$ cat src/rtl/full_adder.sv
// Single-bit full adder with a zero-latency combinational result and a
// registered shadow copy plus a saturating carry-out event counter.
module full_adder #(
    parameter int CNT_W = 16
) (
    input  logic             clk,
    input  logic             rst_n,
    input  logic             a,
    input  logic             b,
    input  logic             cin,
    output logic             sum,
    output logic             cout,
    output logic             sum_q,
    output logic             cout_q,
    output logic [CNT_W-1:0] cout_cnt
);

    logic [CNT_W-1:0] cnt_q;
    logic [CNT_W-1:0] cnt_d;

    always_comb begin
        sum  = a ^ b ^ cin;
        cout = (a & b) | (a & cin) | (b & cin);
    end

    // The counter sticks at all-ones so a long run of carries never wraps back to a small value.
    always_comb begin
        cnt_d = cnt_q;
        if (cout && (cnt_q != {CNT_W{1'b1}})) begin
            cnt_d = cnt_q + CNT_W'(1);
        end
    end

    always_ff @(posedge clk or negedge rst_n) begin
        if (!rst_n) begin
            sum_q  <= 1'b0;
            cout_q <= 1'b0;
            cnt_q  <= '0;
        end else begin
            sum_q  <= sum;
            cout_q <= cout;
            cnt_q  <= cnt_d;
        end
    end

    assign cout_cnt = cnt_q;

endmodule

$ cat config.mk
export PLATFORM = sky130hd
export DESIGN_NAME = full_adder
export DESIGN_NICKNAME = d
export VERILOG_FILES = /design/src/rtl/full_adder.sv
export SDC_FILE = /design/constraint.sdc
export NUM_CORES = 1
export LEC_CHECK = 0
export ABC_AREA = 1
export ABC_CLOCK_PERIOD_IN_PS = 1400
export BUFFER_PORTS_ARGS = -buffer_cell sky130_fd_sc_hd__buf_2
export CORE_MARGIN = 4
export CORE_UTILIZATION = 31
export CTS_BUF_LIST = sky130_fd_sc_hd__clkbuf_8
export DETAILED_ROUTE_END_ITERATION = 8
export PLACE_DENSITY = 0.53
export SETUP_SLACK_MARGIN = 0.3
export SYNTH_ARGS = -nofsm -noshare
export SYNTH_HDL_FRONTEND = slang
export SYNTH_SLANG_ARGS = --single-unit
export TNS_END_PERCENT = 5
$ cat constraint.sdc
create_clock -name clk -period 1.4 [get_ports clk]
set_input_delay 0.07 -clock clk [delete_from_list [all_inputs] [get_ports clk]]
set_output_delay 0.07 -clock clk [all_outputs]
set_load 0.005 [all_outputs]
==> results of run 1 <==
-- how the worst max path moves through the flow --
stage	end	depth (start not counted)
2_1_floorplan	cout_cnt[7]	9
3_3_place_gp	cout_cnt[14]	8
3_5_place_dp	cout_cnt[2]	7
4_1_cts	cout_cnt[12]	8
5_1_grt	cout_cnt[11]	8
6_report	cout_cnt[3]	8
-- power breakdown --
group / leakage, nW / internal (mW) / switching (mW)
Clock: 0.0269 / 0.195 / 0.188
Sequential: 0.231 / 0.608 / 0.108
Combinational: 0.603 / 0.294 / 0.284
-- kinds of logic after synthesis --
| family | Yosys count |
|---|---|
| XOR/XNOR | 3 |
| buffers and inverters | 23 |
| adder cells (fa/ha/maj) | 2 |
| flip-flops | 18 |
| AO/OA/AOI/OAI | 6 |
| AND/OR/NAND/NOR | 112 |
-- flip-flops by register name, summed over array words and instances, names as in the netlist --
name,count
cout_cnt,16
cout_q,1
sum_q,1
-- Yosys cell counts --
cell,instances
nand2_1,63
inv_1,22
dfrtp_1,18
nor2_1,16
nand3_1,10
nand4_1,8
nor2_2,5
nand2_2,4
nand2_4,2
nand3b_1,2
nor2_4,2
o21ai_2,2
o21bai_1,2
xor2_1,2
buf_6,1
fa_1,1
ha_1,1
o21ai_0,1
o21ai_1,1
xnor2_1,1
-- placed cells by master (no fill, tap or decap) --
master,n
inv_2,1
ha_4,1
dfrtp_1,12
inv_4,1
o21ai_1,1
buf_2,24
nand2_8,1
clkbuf_8,3
nand2_4,2
inv_1,21
nor2_1,6
nand4_1,8
o21bai_1,2
nand3_2,1
dfrtp_2,6
nand2_1,56
nor2_4,8
xor2_1,2
o21ai_2,2
nand3b_1,2
dlygate4sd3_1,1
o21ai_0,1
buf_6,3
buf_4,19
nand2_2,10
fa_1,1
xnor2_1,1
nor2_2,9
nand3_1,9
-- cell type report --
class | count | area (sq um)
clock buffers | 3 | 41.29
clock inverters | 1 | 3.754
fillers | 370 | 1798
inverters | 22 | 85.08
multi-input cells | 123 | 718.2
flip-flops and latches | 18 | 457.9
well taps | 46 | 57.56
repair buffers | 47 | 306.5
-- per-stage QoR --
stage / power [mW] / util [%] / cell area [sq um] / hold slack (ns) / setup slack (ns)
floorplan: 0.9576 / - / 1176 / -0.2256 / 0.1610
global placement: 1.136 / 41.09 / 1425 / 0.03585 / 0.06572
detailed placement: 1.143 / 41.09 / 1425 / 0.03270 / 0.04690
CTS: 1.586 / 44.26 / 1535 / 0.1236 / 0.08903
global route: 1.794 / 48.16 / 1670 / 0.1301 / 0.04353
finish: 1.677 / 48.16 / 1670 / 0.1145 / 0.1199
-- timing repair --
action,4_1_cts,5_1_grt
gates resized for setup,8,26
endpoints found under the setup margin,16,16
hold endpoints to repair,18,0
pin swaps,3,9
hold buffers,1,0
buffers inserted,4,7
-- metal layers --
| metal | vias to the layer above | GRT usage [%] |
|---|---|---|
| met1 | 548 | 16.73 |
| met5 | - | 0 |
| met4 | 0 | 4.121 |
| li1 | 608 | - |
| met2 | 20 | 20.76 |
| met3 | 4 | 2.471 |
==> impl_metrics.csv, run 1 <==
group,metric,value,unit
sta,fin_crit_sh,91.44,%
floorplan,initial_core_util,33.41,%
critical_path,startpoint,"cout_cnt[8]",
drt,dr.pass1.iters,4,
yosys,synth_top_area_share,38.88,%
yosys,synth_mux_area_share,0,%
yosys,ys_ff_latch,18,
critical_path,endpoint_kind,"register",
yosys,synthCells,164,
drt,drt-initial-drc-count,48,
yosys,synth_area_leaders,"dfrtp_1 39%, nand2_1 20%, inv_1 7.1%",
status,status,"complete, no violations",
sta,finalSetupViolations,0,
yosys,synth_top_family_by_area,"simple AND/OR/NAND/NOR gates",
final_layout,diodes,0,
cts,cts_tree,"done",
critical_path,cp_common_cell,"nor2_4",
sta,slew_headroom,72.57,%
yosys,avgSynthCellArea,7.065,sq um
worst_hold_path,hold_path.class,"primary input to register",
place,dp_cells,244,
floorplan,die_w,69.14,um
sta,worst_pin_slew,0.4115,ns
cts,cts-root-buf,"clkbuf_8",
global_routing,antenna_found_initial,0,
cts,cts_made_buffers,3,
yosys,yosysSeqAreaShare,38.88,%
critical_path,worstPathArrival,1.43,ns
power_and_ir_drop,peakVddDrop,0.6452,mV
place,io_buffers,24,
critical_path,crit_chain,"nand2_2, nor2_4, nand2_2, nor2_4, nor2_4, buf_6, nand2_1, o21ai_2",
drt,wl_per_cell,11.44,um
global_routing,grt.overflow.total,0,
final_layout,instances_no_fill,260,
critical_path,rrSetupSlack,0.12,ns
critical_path,cp_data_required_time,1.55,ns
sta,setup_tns,0,ns
floorplan,fp.dieH,69.14,um
flow_run,drv_cap,0,
yosys,syn-cell-area,1159,sq um
yosys,ys_warn_count,0,
sta,maxSlewViolCount,0,
yosys,yosys.area_share.simple,44.28,%
cts,clockBufferDepth,2,
drt,wl_met2,1.472,mm
critical_path,rr_startpoint,"cout_cnt[8]",
global_routing,grt_use_total,12.69,%
cts,clock_sinks,18,
power_and_ir_drop,cellLeakagePower,0.8607,nW
global_routing,grt_pass1_vias,1120,
global_routing,grt_pass1_wl,5.085,mm
cts,cts.clk_slew.worst_paths,0.08,ns
critical_path,crit_path_top_delay_cell,"dfrtp_1",
drt,routed.top_layer,"met4",
yosys,synth_compound_area_share,3.672,%
critical_path,worstPathMaxFanout,8,
floorplan,die-area,4780,sq um
final_layout,drive_gt1_share,42.52,%
sta,max_freq,781.2,MHz
critical_path,critPathMaxStageDelay,0.41,ns
critical_path,path_buf_inv,1,
critical_path,timing.rr.end,"cout_cnt[3]",
global_routing,grt_start_max_net_pins,19,
yosys,yosys.area_share.adder,2.808,%
yosys,synth_fp_nets,171,
drt,met1_length,1.326,mm
worst_hold_path,min_from,"cin",
drt,dr_total_vias,1180,
place,gp_congestion,0.8565,
power_and_ir_drop,power-per-cell-area,1004,nW/um^2
drt,drc,0,
yosys,yosysTopAreaCell,"dfrtp_1",
worst_hold_path,min_to,"sum_q",
critical_path,start_kind,"register",
critical_path,rr_worst_depth,8,
final_layout,area_delta_synth_final,44.17,%
worst_hold_path,holdPathStages,2,
sta,hold_viol,0,
floorplan,io_pins,25,
drt,antenna_left,0,
floorplan,num_rows,21,
sta,period_needed,1.280,ns
final_layout,fin_nets,222,
place,dpl.hpwl,2.228,mm
critical_path,worst-setup-path-type,"register to register",
cts,clock_latency,0.25,ns
drt,dr_wl_met3,135,um
sta,fin_worst_skew,0.001284,ns
floorplan,core-area,3468,sq um
yosys,synth_xor_area_share,2.268,%
cts,htree_levels,1,
drt,viasPerCell,4.538,
sta,rsz0062_at_grt,"yes",
drt,wirelength,2.975,mm
yosys,synth_cell_types,20,
critical_path,cpLargestDelayFamily,"simple AND/OR/NAND/NOR gates",
(Power assumes the default switching activity.)
==> inputs of run 2 (changes only) <==
--- a/config.mk
+++ b/config.mk
@@ -13,6 +13,7 @@
 export CTS_BUF_LIST = sky130_fd_sc_hd__clkbuf_8
 export DETAILED_ROUTE_END_ITERATION = 8
 export PLACE_DENSITY = 0.53
+export RECOVER_POWER = 100
 export SETUP_SLACK_MARGIN = 0.3
 export SYNTH_ARGS = -nofsm -noshare
 export SYNTH_HDL_FRONTEND = slang
==> run 2 against run 1 <==
- cell count unchanged
- first-iteration DRC count down 4.2%
- clock power about the same
- via count up 0.93%
- sequential power about the same
- maximum frequency down 1.8%
- sequential share of layout area up 0.48 points
- clock skew about the same
- worst hold slack about the same
- highest routed layer unchanged
==> impl_metrics.csv, run 2 (same netlist as run 1, synthesis figures left out) <==
group,metric,value,unit
sta,fin_worst_skew,0.001468,ns
sta,setup_tns,0,ns
floorplan,io_pins,25,
drt,antenna_left,0,
final_layout,area_delta_synth_final,41.68,%
critical_path,rr_worst_depth,9,
final_layout,fin_nets,222,
cts,htree_levels,1,
place,dpl-instance-area,1425,sq um
sta,rsz0062_at_grt,"yes",
place,post-place-ws,0.04690,ns
final_layout,multi_input_area,713.2,sq um
sta,fin_crit_sh,93.10,%
global_routing,grt.overflow.total,0,
final_layout,final_cell_mix,"56 x nand2_1, 22 x inv_1, 18 x buf_2, 13 x buf_4, 12 x dfrtp_1",
power_and_ir_drop,p_total,1.660,mW
cts,cts_tree,"done",
global_routing,grt_start_max_net_pins,19,
floorplan,initial_core_util,33.41,%
final_layout,fin_util,47.33,%
final_layout,diodes,0,
drt,dr_total_vias,1191,
sta,slew_headroom,69.69,%
power_and_ir_drop,cellLeakagePower,0.8270,nW
worst_hold_path,holdPathStages,2,
drt,viasPerCell,4.581,
status,status,"complete, no violations",
drt,dr.pass1.iters,4,
flow_run,drv_cap,0,
sta,max_freq,767.2,MHz
global_routing,antenna_found_initial,0,
final_layout,stdcell_area,1642,sq um
cts,clock_sinks,18,
floorplan,die-area,4780,sq um
worst_hold_path,hold_path.class,"primary input to register",
cts,cts.clk_slew.worst_paths,0.07,ns
floorplan,die_w,69.14,um
cts,cts-root-buf,"clkbuf_8",
critical_path,worst-setup-path-type,"register to register",
global_routing,grt_pass1_vias,1120,
floorplan,num_rows,21,
drt,drt-initial-drc-count,46,
final_layout,regArea,457.9,sq um
final_layout,drive_gt1_share,37.85,%
power_and_ir_drop,power-per-cell-area,1011,nW/um^2
global_routing,grt_pass1_wl,5.085,mm
place,io_buffers,24,
drt,wl_per_cell,11.43,um
cts,cts_made_buffers,3,
cts,clockBufferDepth,2,
place,gp_congestion,0.8565,
sta,maxSlewViolCount,0,
critical_path,worstPathArrival,1.49,ns
final_layout,fill_cells,376,
sta,postLayoutSetupSlackWorst,0.09657,ns
final_layout,largest_reg_flops,16,
drt,wirelength,2.971,mm
floorplan,fp.dieH,69.14,um
sta,worst_pin_slew,0.4547,ns
cts,clock_latency,0.25,ns
critical_path,start_kind,"register",
power_and_ir_drop,peakVddDrop,0.6445,mV
floorplan,core-area,3468,sq um
place,dpl.hpwl,2.228,mm
sta,period_needed,1.303,ns
final_layout,layout_commonest_cell,"nand2_1",
critical_path,cp_data_required_time,1.58,ns
critical_path,worstPathMaxFanout,8,
sta,hold_viol,0,
critical_path,endpoint_kind,"register",
global_routing,grt_use_total,12.69,%
drt,drc,0,
sta,finalSetupViolations,0,
[run 2: worst paths after layout]
kind / slack (ns) / end / start
min: 0.11 / sum_q / cin
min reg2reg: 0.53 / cout_cnt[14] / cout_cnt[14]
max reg2reg: 0.1 / cout_cnt[3] / cout_cnt[0]
max: 0.1 / cout_cnt[3] / cout_cnt[0]
max in group asynchronous: 0.76 / cout_cnt[0] / rst_n
min in group asynchronous: 0.31 / sum_q / rst_n
[run 2: area by class of cell]
type	instances	share of cell area [%]
clock buffers	3	2.515
well taps	46	3.506
repair buffers	47	17.23
inverters	22	5.183
flip-flops and latches	18	27.90
clock inverters	1	0.2287
multi-input cells	123	43.45
[run 2: per-stage QoR]
step,hold WS (ns),instances
after floorplan,-0.2256,164
after global placement,0.03585,244
after detailed placement,0.03270,244
after CTS,0.1236,253
after global routing,0.1301,260
final,0.1145,260
[run 2: power breakdown]
group	internal (mW)	leakage, nW	switching (mW)	total, mW
clock	0.195	0.0269	0.188	0.383
combinational	0.279	0.569	0.283	0.562
sequential	0.609	0.231	0.107	0.716
[run 2: metal layers]
layer / global-route usage (%) / part of all wire [%] / vias up
met5: 0 / 0 / -
met4: 4.121 / 0.47 / 0
li1: - / - / 611
met3: 2.471 / 4.3 / 2
met1: 16.73 / 45 / 559
met2: 20.76 / 50 / 19
[run 2: critical path: stages, from the launching register on]
cell	delay [ns]
dfrtp_2	0.44
ha_4	0.18
inv_4	0.05
nor2_4	0.03
nand2_2	0.08
nor2_4	0.04
nor2_2	0.14
buf_6	0.15
nand2_1	0.06
o21ai_2	0.05
[run 2: repair_timing]
action | CTS | global route
setup buffers | 4 | 7
gates resized for setup | 8 | 26
setup endpoints to repair | 16 | 16
hold endpoints to repair | 18 | 0
pin swaps | 3 | 9
hold buffers | 1 | 0
